[src/rtl/cpu_sequencer.sv]
// Multi-cycle control FSM that steps the CPU datapath through fetch, decode, execute,
// memory and writeback. Also counts retired instructions, times out stalled handshakes and halts.
module cpu_sequencer #(
   parameter int CNT_W   = 32,
   parameter int TIMEOUT = 16
) (
   input  logic             clk,
   input  logic             rst_n,
   input  logic             run,
   output logic             imem_req,
   input  logic             imem_ready,
   output logic             ir_we,
   input  logic             reg_write,
   input  logic             mem_read,
   input  logic             mem_write,
   input  logic             mem_to_reg,
   input  logic             branch,
   input  logic             jump,
   input  logic             jump_reg,
   input  logic             illegal,
   input  logic             branch_taken,
   output logic             alu_en,
   output logic             dmem_req,
   input  logic             dmem_ready,
   output logic             dmem_we,
   output logic             rf_we,
   output logic [1:0]       wb_sel,
   output logic             pc_we,
   output logic [1:0]       pc_sel,
   output logic [CNT_W-1:0] retire_count,
   output logic [2:0]       state,
   output logic             halted,
   output logic             err_timeout
);

   typedef enum logic [2:0] {
      S_FETCH   = 3'd0,
      S_DECODE  = 3'd1,
      S_EXECUTE = 3'd2,
      S_MEM     = 3'd3,
      S_WB      = 3'd4,
      S_HALT    = 3'd7
   } state_t;

   state_t           r_state;
   state_t           w_next;
   logic [7:0]       r_wait;
   logic             r_fetchBusy;
   logic [1:0]       r_pcSel;
   logic [1:0]       w_pcSelExec;
   logic             r_errTimeout;
   logic [CNT_W-1:0] r_retire;
   logic             w_stall;
   logic             w_timeout;
   logic             w_flowConflict;

   // A fetch that has been issued keeps requesting even if run drops meanwhile.
   assign imem_req = (r_state == S_FETCH) && (run || r_fetchBusy);
   assign dmem_req = (r_state == S_MEM);

   assign w_stall        = (imem_req && !imem_ready) || (dmem_req && !dmem_ready);
   assign w_timeout      = w_stall && (r_wait == 8'(TIMEOUT - 1));
   assign w_flowConflict = (branch && jump) || (branch && jump_reg) || (jump && jump_reg);

   assign w_pcSelExec = jump_reg                      ? 2'd2 :
                        (jump || (branch && branch_taken)) ? 2'd1 : 2'd0;

   assign pc_sel       = (r_state == S_EXECUTE) ? w_pcSelExec : r_pcSel;
   assign state        = r_state;
   assign retire_count = r_retire;
   assign err_timeout  = r_errTimeout;

   always_comb begin
      w_next  = r_state;
      ir_we   = 1'b0;
      alu_en  = 1'b0;
      dmem_we = 1'b0;
      rf_we   = 1'b0;
      wb_sel  = 2'd0;
      pc_we   = 1'b0;
      halted  = 1'b0;
      case (r_state)
         S_FETCH: begin
            if (imem_req && imem_ready) begin
               ir_we  = 1'b1;
               w_next = S_DECODE;
            end
         end
         S_DECODE: begin
            if (illegal || (mem_read && mem_write) || w_flowConflict) w_next = S_HALT;
            else w_next = S_EXECUTE;
         end
         S_EXECUTE: begin
            alu_en = 1'b1;
            if (mem_read || mem_write) w_next = S_MEM;
            else if (reg_write) w_next = S_WB;
            else begin
               pc_we  = 1'b1;
               w_next = S_FETCH;
            end
         end
         S_MEM: begin
            dmem_we = mem_write;
            if (dmem_ready) begin
               if (mem_read) w_next = S_WB;
               else begin
                  pc_we  = 1'b1;
                  w_next = S_FETCH;
               end
            end
         end
         S_WB: begin
            rf_we  = reg_write;
            pc_we  = 1'b1;
            w_next = S_FETCH;
            if (reg_write) begin
               if (jump || jump_reg) wb_sel = 2'd2;
               else if (mem_to_reg) wb_sel = 2'd1;
            end
         end
         S_HALT:  halted = 1'b1;
         default: w_next = S_HALT;
      endcase
      if (w_timeout) w_next = S_HALT;
   end

   always_ff @(posedge clk) begin
      if (!rst_n) begin
         r_state      <= S_FETCH;
         r_wait       <= 8'd0;
         r_fetchBusy  <= 1'b0;
         r_pcSel      <= 2'd0;
         r_errTimeout <= 1'b0;
         r_retire     <= '0;
      end else begin
         r_state     <= w_next;
         r_fetchBusy <= imem_req && !imem_ready && !w_timeout;
         if (w_stall && !w_timeout) r_wait <= r_wait + 8'd1;
         else r_wait <= 8'd0;
         if (w_timeout) r_errTimeout <= 1'b1;
         if (r_state == S_EXECUTE) r_pcSel <= w_pcSelExec;
         if (pc_we) r_retire <= r_retire + CNT_W'(1);
      end
   end

endmodule

[config.mk]
export PLATFORM = sky130hd
export DESIGN_NAME = cpu_sequencer
export DESIGN_NICKNAME = d
export VERILOG_FILES = /design/src/rtl/cpu_sequencer.sv
export SDC_FILE = /design/constraint.sdc
export NUM_CORES = 1
export LEC_CHECK = 0
export CORE_MARGIN = 8
export CORE_UTILIZATION = 37
export CTS_CLUSTER_DIAMETER = 40
export DETAILED_ROUTE_END_ITERATION = 16
export HOLD_SLACK_MARGIN = 0.05
export MAX_ROUTING_LAYER = met4
export PLACE_DENSITY = 0.74
export REMOVE_ABC_BUFFERS = 1
export SYNTH_ARGS = -nofsm -noshare
export SYNTH_HDL_FRONTEND = slang
export SYNTH_SLANG_ARGS = --single-unit
[constraint.sdc]
create_clock -name clk -period 2.57 [get_ports clk]
set_input_delay 0.514 -clock clk [delete_from_list [all_inputs] [get_ports clk]]
set_output_delay 0.514 -clock clk [all_outputs]
set_load 0.01 [all_outputs]
# [Yosys cells after proc, flatten, opt, wreduce, memory -nomap -nowiden]
# Index checks and enable logic that the tools add are counted.
[word_totals] register_bits=47 in_bits=14 word_cells=70 output_inout_bits=48
[classes] eq_ne=9 add_sub_neg=2 muxes=26 n_reduce_logical=27
[op_table] cell="adder 32 x 1 -> 32 bit, second input constant" n=1
[op_table] cell="two-way mux 3 bit" n=7
[op_table] cell="one-hot mux 3 bit (6 select lines)" n=1
[op_table] cell="logical AND 1 bit" n=12
[op_table] cell="two-way mux 1 bit" n=12
[op_table] cell="two-way mux 2 bit" n=5
[op_table] cell="logical OR 1 bit" n=9
[op_table] cell="adder 8 x 1 -> 8 bit, second input constant" n=1
[op_table] cell="equality test 8 x 4 -> 1 bit, second input constant" n=1
[op_table] cell="equality test 3 x 2 -> 1 bit, second input constant" n=2
[op_table] cell="equality test 3 bit, second input constant" n=2
[op_table] cell="equality test 3 x 1 -> 1 bit, second input constant" n=1
[op_table] cell="logical NOT 1 bit" n=3
[op_table] cell="logical NOT 3 bit" n=1
[op_table] cell="inequality test 3 x 1 -> 1 bit, second input constant" n=1
[op_table] cell="inequality test 3 x 2 -> 1 bit, second input constant" n=1
[op_table] cell="one-hot mux 1 bit (3 select lines)" n=1
[op_table] cell="AND reduction 3 bit" n=1
[op_table] cell="inequality test 2 bit, second input constant" n=1
[op_table] cell="AND reduction 2 bit" n=1

# [Logic depth before layout (Yosys ltp)]
# Gate-level depths: netlist of run 1.
[logic_depth] depth_word=8 mapped_depth=7 depth_no_buf=6

# [Worst setup path after synthesis of run 1]
# No wires, ideal clock.
[synth_path] path_kind="reg-to-reg" startpoint="register r_state[1], in the netlist state[1]" endpoint="register r_retire[22], in the netlist retire_count[22]" arrival_time_ps=2165 n_path_buf=2 path_stages_with_launch=8 setup_ps=70 path_slack_ps=335 required_ps=2500 period_less_slack_ps=2235 path_cell_list="dfxtp_1 -> or3b_1 -> buf_2 -> o41ai_4 -> o2111ai_2 -> buf_6 -> or4_1 -> a21oi_1"
[synth_via] elab_chain_len=2 elab_cells_between_ends=4 classes_between="eq/ne (3); mux (1)"
[synth_rtl] item="start: declaration" line_no="45" text="state_t r_state;"
[synth_rtl] item="start signal: assignment" line_no="136" text="r_state <= w_next;"
[synth_rtl] item="equality test 3 bit or equality test 3 x 2 -> 1 bit (tied branches)" line_no="82" text="case (r_state)"
[synth_rtl] item="one-hot mux 1 bit (3 select lines) *" line_no="82"
[synth_rtl] item="end signal: assignment" line_no="142" text="if (pc_we) r_retire <= r_retire + CNT_W'(1);"
[synth_rtl] item="end: declaration" line_no="52" text="logic [CNT_W-1:0] r_retire;"
# Mark *: on every way between the ends. The rest lies on a longest branch, timed or not.
# A chain may end at the register's enable or synchronous reset.

# [Worst setup path in the final report of run 1]
[layout_path] startpoint="register r_state[1], in the netlist state[1]" endpoint="output pc_we"
[layout_via] elab_chain_len=2 elab_cells_between_ends=4 classes_between="eq/ne (3); mux (1)"
[layout_rtl] item="equality test 3 bit or equality test 3 x 2 -> 1 bit (tied branches)" line_no="82"
[layout_rtl] item="one-hot mux 1 bit (3 select lines) *" line_no="82"
[layout_rtl] item="end: declaration" line_no="28" text="output logic pc_we,"
# Marks and branches as above.

==> results of run 1 <==
[final timing paths]
path / cells after the start / start / slack [ns] / to
worst max-delay path: 5 / state[1] / 0.12 / pc_we
worst min register to register: 1 / r_wait[0] / 0.45 / r_wait[0]
worst min-delay path: 1 / r_wait[0] / 0.45 / r_wait[0]
worst max register to register: 6 / state[0] / 0.30 / retire_count[24]
[stage by stage]
stage,worst slack (ns),utilization (%)
finish,0.124,52.4
global route,0.0172,52.4
CTS,-0.0442,52.0
detailed placement,-0.147,50.6
global placement,-0.160,50.6
floorplan,0.173,-
[Yosys cell counts, types with 7 or more instances]
library cell and n:
a211oi_1 7, nand4_1 9, xor2_1 7, clkbuf_1 9
a21oi_1 14, dfxtp_1 47, nand3_1 13, nor2_1 34
mux2i_1 7, nand2b_1 10, nand2_1 27, o31ai_1 7
and3_1 9, xnor2_1 16
[final cells by class]
| cell class | instances | area share [%] |
|---|---|---|
| Inverter | 7 | 0.785 |
| Clock buffer | 6 | 2.47 |
| Timing Repair Buffer | 80 | 22.7 |
| Clock inverter | 1 | 0.150 |
| Multi-Input combinational cell | 216 | 42.9 |
| Tap cell | 77 | 2.88 |
| Sequential cell | 47 | 28.1 |
[flip-flops by register name, summed over array words and instances, names as in the netlist]
name and count:
err_timeout 1, r_fetchBusy 1, r_pcSel 2, r_wait 8, retire_count 32, state 3
[layer usage]
metal	track usage, %	part of all wire, %
met1	17.0	47
met2	20.3	45
met3	4.41	6.5
met4	4.66	1.4
met5	-	0
[cells by family (layout without fill, tap and decap cells)]
| group | Yosys count | count (layout) | synth area share, % |
|---|---|---|---|
| compound gates | 52 | 52 | 17.6 |
| xor+xnor | 23 | 23 | 8.21 |
| fa+ha+maj | 3 | 3 | 1.43 |
| buf+inv | 22 | 94 | 3.88 |
| flops | 47 | 47 | 38.4 |
| mux | 7 | 7 | 2.86 |
| simple gates | 131 | 131 | 27.7 |
[power groups by stage]
stage	Sequential, uW	Clock [uW]	Combinational [uW]
5_1_grt	812	503	756
2_1_floorplan	863	0	303
6_report	805	453	687
3_5_place_dp	821	0	679
4_1_cts	804	468	677
3_3_place_gp	820	0	672
[timing repair]
item,CTS,global route
resized for setup,3,7
setup endpoints to repair,4,5
hold endpoints to repair,0,0
hold buffers,0,0
pin swaps,0,0
==> metrics.yaml, run 1 <==
timing:
  fin_crit_sh_pct: 95.2
  hold_viol: 0
  max_freq_mhz: 409
  whs_ns: 0.451
  finClkSkew_ns: 0.00167
  fin_crit_ns: 2.45
  fin_tns_setup_ns: 0
  tightest_slew_ns: 0.473
  setup_viol_count_final: 0
  report.final.slew_viol_count: 0
  rsz0062_at_grt: "no"
  slew_headroom_pct: 68.4
synth:
  ys_top_cells_by_area: "dfxtp_1 38%, xnor2_1 5.7%, nor2_1 5.2%, nand2_1 4.1%, a21oi_1 2.9%"
  asyncSetResetFlopFracSynth_pct: 0
  yosysSeqAreaShare_pct: 38.4
  syn_area_sq_mm: 0.00245
  synth_edf_count: 0
  synth_top_area_share_pct: 38.4
  syn_area_per_cell_sq_um: 8.60
  synth-seq-cells: 47
  ys.flop_type: "dfxtp_1"
  yosysWarningCount: 0
  yosysTopAreaCell: "dfxtp_1"
  synthesis.instances: 285
  ys_types: 47
power:
  p_leak_uw: 0.00127
  p_clk_share_pct: 23.3
  power_uw: 1940
  p_int_uw: 1320
  switchingPower_uw: 629
  p_sw_share_pct: 32.4
  combPwrFrac_pct: 35.3
  vdd_ir_drop_max_mv: 0.420
  power_frac_seq_pct: 41.4
  power_density_mw_per_mm2: 581
floorplanning:
  row_count: 29
  coreArea_sq_mm: 0.00639
  die_area_sq_mm: 0.00949
  die_x_microns: 97.4
  ios: 62
  fp.dieH_microns: 97.4
  start_util_pct: 38.4
finish:
  layout_commonest_cell: "clkdlybuf4s50_1"
  finish.instance_area_sq_mm: 0.00335
  multi_input_area_sq_mm: 0.00143
  layout_common_cells: "55 x clkdlybuf4s50_1, 47 x dfxtp_1, 33 x nor2_1, 27 x nand2_1, 19 x buf_4"
  nFillCells: 598
  diodes: 0
  drive_gt1_share_pct: 11.2
  regArea_sq_um: 941
  fin_cells: 434
  area_delta_synth_final_pct: 36.4
  final_nets: 373
global_routing:
  antenna_found_initial: 0
  grt_max_degree: 25
  overflow: 0
  grt_pass1_wl_microns: 10800
  grt_pass1_vias: 2210
  grt_usage_pct: 13.7
cts:
  htreeDepth: 2
  clk_pin_slew_ns: 0.08
  cts_tree: "built"
  root_buffer: "clkbuf_8"
  cts_sinks: 47
  cts_buffers: 5
  clk_latency_ns: 0.30
  post_cts_buffers: 0
  cts_buffer_depth: 2
routing:
  drtPass1Iterations: 4
  drt_wl_total_microns: 6370
  antenna_left: 0
  drc: 0
  via_per_inst: 5.38
  drt_iter0_drc: 185
  wl_per_cell_microns: 14.7
  num_vias: 2335
flow_run:
  maxCapViolations: 0
critical_path:
  crit_buf_inv: 2
  cp.arrival_ns: 1.93
  endpoint_kind: "output pin"
  slowest_stage: "or3b_2"
  path_cells: "buf_4, or3b_2, o41a_4, nand2_1, dlygate4sd2_1"
  crit_type: "reg -> out"
  cp_top_family: "simple AND/OR/NAND/NOR gates"
  path_max_fanout: 7
  required_ns: 2.06
  slowest_delay_ns: 0.53
  startpoint_type: "flip-flop"
place:
  io_buffers: 61
  placed_area_sq_mm: 0.00323
  dp_cells: 427
  gp_congestion: 0.877
  dp_hpwl_microns: 4720
outcome:
  status: "finished, final reports clean"
worst_hold_path:
  hold_class: "reg -> reg"
Power figures use the tool's default switching activity.
==> run 2: changes to the inputs <==
--- a/config.mk
+++ b/config.mk
@@ -5,6 +5,7 @@
 export SDC_FILE = /design/constraint.sdc
 export NUM_CORES = 1
 export LEC_CHECK = 0
+export CAP_MARGIN = 20
 export CORE_MARGIN = 8
 export CORE_UTILIZATION = 37
 export CTS_CLUSTER_DIAMETER = 40
@@ -12,6 +13,7 @@
 export HOLD_SLACK_MARGIN = 0.05
 export MAX_ROUTING_LAYER = met4
 export PLACE_DENSITY = 0.74
+export RECOVER_POWER = 100
 export REMOVE_ABC_BUFFERS = 1
 export SYNTH_ARGS = -nofsm -noshare
 export SYNTH_HDL_FRONTEND = slang
==> metrics.yaml, run 2 (same netlist as run 1, synthesis figures left out) <==
outcome:
  status: "finished, final reports clean"
global_routing:
  antenna_found_initial: 0  # unchanged
  overflow: 0  # unchanged
  grt_pass1_vias: 2210  # unchanged
  grt_max_degree: 25  # unchanged
  grt_pass1_wl_microns: 10800  # unchanged
  grt_usage_pct: 13.7  # unchanged
finish:
  layout_common_cells: "47 x dfxtp_1, 40 x dlygate4sd3_1, 34 x nor2_1, 27 x nand2_1, 16 x xnor2_1"
  regArea_sq_um: 941  # unchanged
  largest_reg_flops: 32  # unchanged
  final_util_pct: 51.5  # -0.88 points
  drive_gt1_share_pct: 9.52  # -1.7 points
  layout_commonest_cell: "dfxtp_1"
  diodes: 0  # unchanged
  area_delta_synth_final_pct: 34.1
  fin_cells: 434  # unchanged
  nFillCells: 613  # +2.5%
  final_nets: 373  # unchanged
  multi_input_area_sq_mm: 0.00141  # -1.5%
place:
  io_buffers: 61  # unchanged
  gp_congestion: 0.877  # unchanged
  place_ws_ns: -0.147  # unchanged
  dp_hpwl_microns: 4720  # unchanged
  dp_cells: 427  # unchanged
cts:
  htreeDepth: 2  # unchanged
  cts_buffers: 5  # unchanged
  cts_tree: "built"
  clk_latency_ns: 0.30  # about the same
  root_buffer: "clkbuf_8"
  clk_pin_slew_ns: 0.08  # about the same
  cts_buffer_depth: 2  # unchanged
  cts_sinks: 47  # unchanged
routing:
  drt_wl_total_microns: 6390  # +0.24%
  drc: 0  # unchanged
  drt_iter0_drc: 163  # -12%
  num_vias: 2348  # +0.56%
  wl_per_cell_microns: 14.7  # +0.24%
  antenna_left: 0  # unchanged
  via_per_inst: 5.41  # +0.56%
  drtPass1Iterations: 4  # unchanged
timing:
  finClkSkew_ns: 0.00185  # +0.000177 ns
  rsz0062_at_grt: "no"
  report.final.slew_viol_count: 0  # unchanged
  max_freq_mhz: 407  # -0.42%
  tightest_slew_ns: 0.899  # +0.426 ns
  hold_viol: 0  # unchanged
  layout_setup_ws_ns: 0.114  # -0.0103 ns
  setup_viol_count_final: 0  # unchanged
  slew_headroom_pct: 40.1  # -28 points
  fin_crit_sh_pct: 95.6  # +0.40 points
  fin_crit_ns: 2.46  # +0.0103 ns
critical_path:
  r2r_cells: 7  # +1
  r2r-end: "retire_count[31]"
  crit_type: "reg -> out"
  endpoint_kind: "output pin"
  reg2reg_slack_ns: 0.18  # -0.12 ns
  startpoint_type: "flip-flop"
  path_max_fanout: 10  # +3
  required_ns: 2.06  # about the same
  cp.arrival_ns: 1.94  # about the same
  r2r_start: "state[1]"
floorplanning:
  coreArea_sq_mm: 0.00639  # unchanged
  start_util_pct: 38.4  # unchanged
  row_count: 29  # unchanged
  ios: 62  # unchanged
  die_area_sq_mm: 0.00949  # unchanged
  die_x_microns: 97.4  # unchanged
  fp.dieH_microns: 97.4  # unchanged
worst_hold_path:
  hold_class: "reg -> reg"
  holdCritStartpoint: "r_wait[0]"
  hold_end: "r_wait[0]"
  holdPathStages: 1  # unchanged
power:
  power_uw: 1910  # -1.7%
  vdd_ir_drop_max_mv: 0.408  # -2.8%
  p_leak_uw: 0.00132  # +3.5%
  power_density_mw_per_mm2: 581  # about the same
flow_run:
  maxCapViolations: 0  # unchanged
[run 2: changes by cell type in the layout (fill, tap and decap cells not counted), moves of 3 or more]
| cell | delta |
|---|---|
| dlygate4sd3_1 | +40 |
| clkbuf_1 | +4 |
| clkdlybuf4s25_1 | +3 |
| buf_4 | -6 |
| clkdlybuf4s50_1 | -40 |
| clkbuf_2 | +3 |
| dlymetal6s2s_1 | -4 |
[run 2: cell type report]
class | instances | share of cell area [%]
repair buffers | 80 | 22.1
inverters | 7 | 0.799
multi-input cells | 216 | 42.9
clock buffers | 6 | 2.51
flip-flops and latches | 47 | 28.6
well taps | 77 | 2.93
clock inverters | 1 | 0.152
[run 2: metrics by stage]
stage | area (sq um) | hold WS (ns) | setup TNS, ns
final | 3290 | 0.451 | 0
after global placement | 3230 | 0.430 | -0.181
after global routing | 3290 | 0.478 | 0
after detailed placement | 3230 | 0.445 | -0.202
after floorplan | 2380 | 0.418 | 0
after CTS | 3320 | 0.456 | -0.0813
[run 2: worst max path at each step]
| stage | start | cells past startpoint | slack (ns) | endpoint |
|---|---|---|---|---|
| floorplan | state[1] | 5 | 0.17 | retire_count[20] |
| finish | state[0] | 4 | 0.11 | imem_req |
| global placement | reg_write | 4 | -0.16 | pc_we |
| CTS | reg_write | 6 | -0.04 | wb_sel[0] |
| detailed placement | reg_write | 4 | -0.15 | pc_we |
| global route | state[0] | 4 | 0.01 | imem_req |
[run 2: report_power, final]
group	internal, uW	total (uW)	leakage [uW]	switching, uW
logic	308	654	0.000893	346
clock network	211	453	0.0000470	242
registers	768	805	0.000380	36.5
total	1290	1910	0.00132	625
[run 2: repair_timing]
action,4_1_cts,5_1_grt
resized for setup,3,7
hold buffers,0,0
hold endpoints to repair,0,0
setup buffers,0,0
setup endpoints to repair,4,5
pin swaps,0,0
[run 2: layer usage]
metal / up-vias / global-route usage [%] / routed length [microns] / part of all wire [%]
li1: 1171 / - / - / -
met1: 1102 / 17.0 / 2990 / 47
met2: 69 / 20.3 / 2880 / 45
met3: 6 / 4.41 / 421 / 6.6
met4: 0 / 4.66 / 87 / 1.4
met5: - / - / 0 / 0
[run 2: worst max-delay path, stage by stage, from the launching register on]
cell and delay [ns]:
dfxtp_1 0.36, buf_4 0.18, or3_4 0.40, nor2_1 0.14, clkdlybuf4s50_1 0.56
